--- src/rtl/uart_command_rx.sv ---
// uart_command_rx: UART receiver for the usb_rx line. Deserialises 8N1 frames
// (8E1 when UART_RX_EVEN_PARITY_EN is defined) and turns single-byte ASCII
// commands into one-cycle pulses for the stopwatch counters.
//
// Ports:
//   clk         board clock
//   rst         asynchronous active-high reset
//   rx          serial line, idle high, asynchronous to clk
//   data        last good byte received
//   data_valid  one-cycle pulse, data updated this cycle
//   frame_err   one-cycle pulse, stop bit sampled low
//   parity_err  one-cycle pulse, even-parity mismatch (tied 0 without macro)
//   cmd_start   one-cycle pulse with data_valid for 'S' / 's'
//   cmd_stop    one-cycle pulse with data_valid for 'P' / 'p'
//   cmd_clear   one-cycle pulse with data_valid for 'R' / 'r'
//
// Configuration macro: UART_RX_EVEN_PARITY_EN (adds the parity bit state).
module uart_command_rx #(
    parameter int unsigned CLK_FREQ_HZ = 100_000_000,
    parameter int unsigned BAUD        = 1_000_000
) (
    input  logic       clk,
    input  logic       rst,
    input  logic       rx,
    output logic [7:0] data,
    output logic       data_valid,
    output logic       frame_err,
    output logic       parity_err,
    output logic       cmd_start,
    output logic       cmd_stop,
    output logic       cmd_clear
);

    localparam int unsigned CLKS_PER_BIT = CLK_FREQ_HZ / BAUD;
    localparam int unsigned CNT_W        = $clog2(CLKS_PER_BIT);
    localparam logic [CNT_W-1:0] HALF_LAST = CNT_W'(CLKS_PER_BIT / 2 - 1);
    localparam logic [CNT_W-1:0] BIT_LAST  = CNT_W'(CLKS_PER_BIT - 1);

    typedef enum logic [2:0] {
        S_IDLE,
        S_START,
        S_DATA,
`ifdef UART_RX_EVEN_PARITY_EN
        S_PARITY,
`endif
        S_STOP,
        S_BREAK
    } state_t;

    state_t           state_q, state_d;
    logic [CNT_W-1:0] cnt_q, cnt_d;
    logic [2:0]       bit_q, bit_d;
    logic [7:0]       shift_q, shift_d;
    logic [7:0]       data_q, data_d;
    logic             data_valid_q, data_valid_d;
    logic             frame_err_q, frame_err_d;
    logic             cmd_start_q, cmd_start_d;
    logic             cmd_stop_q, cmd_stop_d;
    logic             cmd_clear_q, cmd_clear_d;
    logic             rx_meta_q, rx_sync_q;
`ifdef UART_RX_EVEN_PARITY_EN
    logic             perr_q, perr_d;
    logic             parity_err_q, parity_err_d;
`endif

    // Two-flop synchroniser, preset to the idle level so reset is not a start bit.
    always_ff @(posedge clk or posedge rst) begin
        if (rst) begin
            rx_meta_q <= 1'b1;
            rx_sync_q <= 1'b1;
        end else begin
            rx_meta_q <= rx;
            rx_sync_q <= rx_meta_q;
        end
    end

    // Next-state and output decode.
    always_comb begin
        state_d      = state_q;
        cnt_d        = cnt_q + CNT_W'(1);
        bit_d        = bit_q;
        shift_d      = shift_q;
        data_d       = data_q;
        data_valid_d = 1'b0;
        frame_err_d  = 1'b0;
        cmd_start_d  = 1'b0;
        cmd_stop_d   = 1'b0;
        cmd_clear_d  = 1'b0;
`ifdef UART_RX_EVEN_PARITY_EN
        perr_d       = perr_q;
        parity_err_d = 1'b0;
`endif
        case (state_q)
            S_IDLE: begin
                cnt_d = '0;
                bit_d = '0;
`ifdef UART_RX_EVEN_PARITY_EN
                perr_d = 1'b0;
`endif
                if (!rx_sync_q) state_d = S_START;
            end
            S_START: begin
                // Mid-start-bit check rejects short glitches.
                if (cnt_q == HALF_LAST) begin
                    cnt_d   = '0;
                    state_d = rx_sync_q ? S_IDLE : S_DATA;
                end
            end
            S_DATA: begin
                if (cnt_q == BIT_LAST) begin
                    cnt_d   = '0;
                    shift_d = {rx_sync_q, shift_q[7:1]};
                    bit_d   = bit_q + 3'd1;
                    if (bit_q == 3'd7) begin
`ifdef UART_RX_EVEN_PARITY_EN
                        state_d = S_PARITY;
`else
                        state_d = S_STOP;
`endif
                    end
                end
            end
`ifdef UART_RX_EVEN_PARITY_EN
            S_PARITY: begin
                if (cnt_q == BIT_LAST) begin
                    cnt_d   = '0;
                    perr_d  = rx_sync_q ^ (^shift_q);
                    state_d = S_STOP;
                end
            end
`endif
            S_STOP: begin
                if (cnt_q == BIT_LAST) begin
                    cnt_d = '0;
                    if (!rx_sync_q) begin
                        frame_err_d = 1'b1;
                        state_d     = S_BREAK;
                    end
`ifdef UART_RX_EVEN_PARITY_EN
                    else if (perr_q) begin
                        parity_err_d = 1'b1;
                        state_d      = S_IDLE;
                    end
`endif
                    else begin
                        data_valid_d = 1'b1;
                        data_d       = shift_q;
                        state_d      = S_IDLE;
                        case (shift_q)
                            8'h53, 8'h73: cmd_start_d = 1'b1;
                            8'h50, 8'h70: cmd_stop_d  = 1'b1;
                            8'h52, 8'h72: cmd_clear_d = 1'b1;
                            default: ;
                        endcase
                    end
                end
            end
            S_BREAK: begin
                // A held-low line reports one frame error, then waits for idle.
                cnt_d = '0;
                if (rx_sync_q) state_d = S_IDLE;
            end
            default: state_d = S_IDLE;
        endcase
    end

    // State and output registers.
    always_ff @(posedge clk or posedge rst) begin
        if (rst) begin
            state_q      <= S_IDLE;
            cnt_q        <= '0;
            bit_q        <= '0;
            shift_q      <= '0;
            data_q       <= '0;
            data_valid_q <= 1'b0;
            frame_err_q  <= 1'b0;
            cmd_start_q  <= 1'b0;
            cmd_stop_q   <= 1'b0;
            cmd_clear_q  <= 1'b0;
`ifdef UART_RX_EVEN_PARITY_EN
            perr_q       <= 1'b0;
            parity_err_q <= 1'b0;
`endif
        end else begin
            state_q      <= state_d;
            cnt_q        <= cnt_d;
            bit_q        <= bit_d;
            shift_q      <= shift_d;
            data_q       <= data_d;
            data_valid_q <= data_valid_d;
            frame_err_q  <= frame_err_d;
            cmd_start_q  <= cmd_start_d;
            cmd_stop_q   <= cmd_stop_d;
            cmd_clear_q  <= cmd_clear_d;
`ifdef UART_RX_EVEN_PARITY_EN
            perr_q       <= perr_d;
            parity_err_q <= parity_err_d;
`endif
        end
    end

    assign data       = data_q;
    assign data_valid = data_valid_q;
    assign frame_err  = frame_err_q;
    assign cmd_start  = cmd_start_q;
    assign cmd_stop   = cmd_stop_q;
    assign cmd_clear  = cmd_clear_q;
`ifdef UART_RX_EVEN_PARITY_EN
    assign parity_err = parity_err_q;
`else
    assign parity_err = 1'b0;
`endif

endmodule

--- config.mk ---
export PLATFORM = sky130hd
export DESIGN_NAME = uart_command_rx
export DESIGN_NICKNAME = d
export VERILOG_FILES = /design/src/rtl/uart_command_rx.sv
export SDC_FILE = /design/constraint.sdc
export NUM_CORES = 1
export LEC_CHECK = 0
export ABC_AREA = 0
export CORE_MARGIN = 2
export CORE_UTILIZATION = 54
export CTS_CLUSTER_SIZE = 40
export DETAILED_ROUTE_END_ITERATION = 10
export PLACE_DENSITY = 0.82
export SLEW_MARGIN = 25
export SYNTH_ARGS = -nofsm -noshare
export SYNTH_HDL_FRONTEND = slang
export SYNTH_SLANG_ARGS = --single-unit
--- constraint.sdc ---
create_clock -name clk -period 2.9 [get_ports clk]
set_clock_uncertainty 0.2 [all_clocks]
set_input_delay 0.58 -clock clk [delete_from_list [all_inputs] [get_ports clk]]
set_output_delay 0.58 -clock clk [all_outputs]
set_load 0.01 [all_outputs]
==> results.py <==
metrics = {
    "run_status": {
        "status": "completed",
    },
    "timing": {
        "setup_viol": 0,
        "slew_headroom_pct": 56.0,
        "min_period_ns": 2.38,
        "tns_ns": 0,
        "fmax_mhz": 421,
        "fin_crit_sh_pct": 82.0,
        "hold_slack_ns": 0.161,
        "rsz0062_at_grt": "no",
        "tightest_slew_ns": 0.655,
        "report.final.slew_viol_count": 0,
        "hold_violations": 0,
    },
    "logic_synthesis": {
        "post-synth-top-area-cell": "dfrtp_1",
        "netlist_area_mm2": 0.00153,
        "synth_compound_area_share_pct": 3.26,
        "synth-adder-area-share_pct": 3.26,
        "synth_most_common_cell": "dfrtp_1",
        "synth_common_cells": "34 x dfrtp_1, 15 x mux2_2, 13 x nor2_1",
        "syn_nets": 128,
        "synth_top_family_by_area": "simple AND/OR/NAND/NOR gates",
        "synth_top_area_share_pct": 55.5,
        "synth_mux_area_share_pct": 13.1,
        "synthDistinctLibCells": 34,
        "ys.flop_type": "dfrtp_1",
        "synthCells": 121,
        "synth-seq-cells": 36,
        "ys_warn_count": 0,
        "yosys-top-cells-area": "dfrtp_1 55%, mux2_2 11%, dfstp_2 3.4%",
        "synth-xor-area-share_pct": 3.43,
        "synth_edf_count": 0,
        "seq_area_frac_synth_pct": 58.9,
        "synth_simple_gate_area_share_pct": 15.9,
        "avgSynthCellArea_um2": 12.7,
        "ys_async_sr_fraction_pct": 100,
    },
    "final_layout": {
        "antenna_cells": 0,
        "multiInputGateArea_um2": 602,
        "nets": 148,
        "drive_above_1_share_pct": 20.4,
        "stdcell_count": 173,
        "area_delta_synth_final_pct": 15.7,
        "nFillCells": 203,
        "seqCellArea_um2": 903,
    },
    "floorplan": {
        "dieArea_mm2": 0.00328,
        "num_rows": 19,
        "coreArea_mm2": 0.00273,
        "die_w_um": 57.3,
        "io_pins": 17,
        "die_h_um": 57.3,
        "initial_core_util_pct": 56.1,
    },
    "clock_network": {
        "cts_hold_buffers": 0,
        "post_cts_buffers": 0,
        "htree_levels": 2,
        "cts_made_buffers": 5,
        "worstSkewPairLatency_ns": 0.34,
        "cts_resized": 0,
        "root_buffer": "clkbuf_4",
        "clk_transition_reported_paths_ns": 0.10,
        "cts_tree": "yes",
        "cts_sinks": 36,
        "clockBufferDepth": 2,
    },
    "global_route": {
        "overflow": 0,
        "grt_pass1_wl_um": 4490,
        "grt_pass1_vias": 982,
        "grt_use_total_pct": 18.5,
        "antenna_found_initial": 0,
        "grt_max_degree": 37,
    },
    "job": {
        "drv_cap": 0,
    },
    "routing": {
        "vias": 947,
        "routed_via_density": 5.47,
        "drt_pass1_iterations": 4,
        "drcViolationCount": 0,
        "wl_um": 2540,
        "routedWlPerCell_um": 14.7,
        "drt_iter0_drc": 31,
        "antenna_left": 0,
    },
    "hold_path": {
        "hold_path.class": "reg -> reg",
        "holdCritStartpoint": "rx_meta_q$_DFF_PP1_",
    },
    "power_and_ir_drop": {
        "finalPower_uw": 802,
        "p_leak_uw": 0.000851,
        "power_per_cell_area_mw_per_mm2": 452,
        "worst_ir_drop_vdd_mv": 0.378,
    },
    "worst_setup_path": {
        "r2r_start": "cnt_q[0]$_DFF_PP0_",
        "crit_arrival_ns": 2.41,
        "setup.worst_path.start_class": "register",
        "r2r_setup_slack_ns": 0.52,
        "critical_path_required_ns": 2.93,
        "crit_path_max_fanout": 10,
        "crit_start": "cnt_q[0]$_DFF_PP0_",
        "cp-end-kind": "register",
        "critical_path_class": "reg -> reg",
    },
    "placed_design": {
        "dp_cells": 165,
        "portBuffers": 15,
        "hpwl_um": 1820,
        "place.gp.congestion": 0.785,
    },
}
-- final timing paths --
check                                         end  cells past startpoint
max                        shift_q[5]$_DFFE_PP0P_                      5
max reg2reg                shift_q[5]$_DFFE_PP0P_                      5
min in group asynchronous  shift_q[4]$_DFFE_PP0P_                      3
min                           rx_sync_q$_DFF_PP1_                      0
max in group asynchronous     rx_meta_q$_DFF_PP1_                      3
min reg2reg                   rx_sync_q$_DFF_PP1_                      0
-- report_power, final --
part	switching, uW	internal, uW	total, uW
clock	164	119	282
sequential	1.24	504	505
combinational	10.6	3.66	14.2
-- logic make-up (layout without fill, tap and decap cells) --
kind of cell,after synthesis,in the layout
simple gates,42,42
flops,36,36
mux,18,18
compound gates,8,8
xor+xnor,6,6
buf+inv,6,27
fa+ha+maj,4,4
other cells,1,1
-- stage by stage --
stage	cell area, um^2	worst slack, ns	util, %
floorplan	1530	0.770	-
global placement	1710	0.659	62.7
detailed placement	1710	0.513	62.7
CTS	1780	0.500	64.9
global route	1780	0.362	64.9
finish	1780	0.522	64.9
-- worst max-delay path, cell delays in order, from the launching register on --
cell and delay (ns):
dfrtp_1 0.42, ha_1 0.24, nand4b_1 0.25, or2_1 0.34, nor3_4 0.43, mux2_2 0.40
-- layout make-up --
cell class | count | area share [%]
Sequential cell | 36 | 50.9
Clock inverter | 1 | 0.423
Timing Repair Buffer | 16 | 8.88
Multi-Input combinational cell | 79 | 33.9
Clock buffer | 7 | 3.10
Tap cell | 31 | 2.18
Inverter | 3 | 0.634
-- flip-flops by register name (all words and copies together) (netlist names) --
signal	cells
data	8
shift_q	8
cnt_q	7
bit_q	3
state_q	3
cmd_clear	1
cmd_start	1
cmd_stop	1
data_valid	1
frame_err	1
rx_meta_q	1
rx_sync_q	1
-- routing by layer --
metal | GRT usage [%] | vias up | wire (um)
met3 | 7.03 | 8 | 101
met4 | 8.97 | 0 | 71
met5 | 0 | - | 0
met1 | 22.1 | 460 | 1080
met2 | 29.6 | 21 | 1290
li1 | - | 458 | -
-- layout by cell type, fill, tap and decap left out, drive strengths merged, types with 2 or more instances in the layout --
master	netlist	final
dfrtp	34	34
mux2	17	17
clkdlybuf4s50	0	15
nor2	13	13
nand2	8	8
clkbuf	0	7
nand3	6	6
o21ai	4	4
ha	4	4
xor2	3	3
inv	3	3
xnor2	3	3
nand4b	2	2
dfstp	2	2
or2	2	2
nor4	2	2
nor3	2	2
No activity file was read; power rests on OpenSTA's default activity.
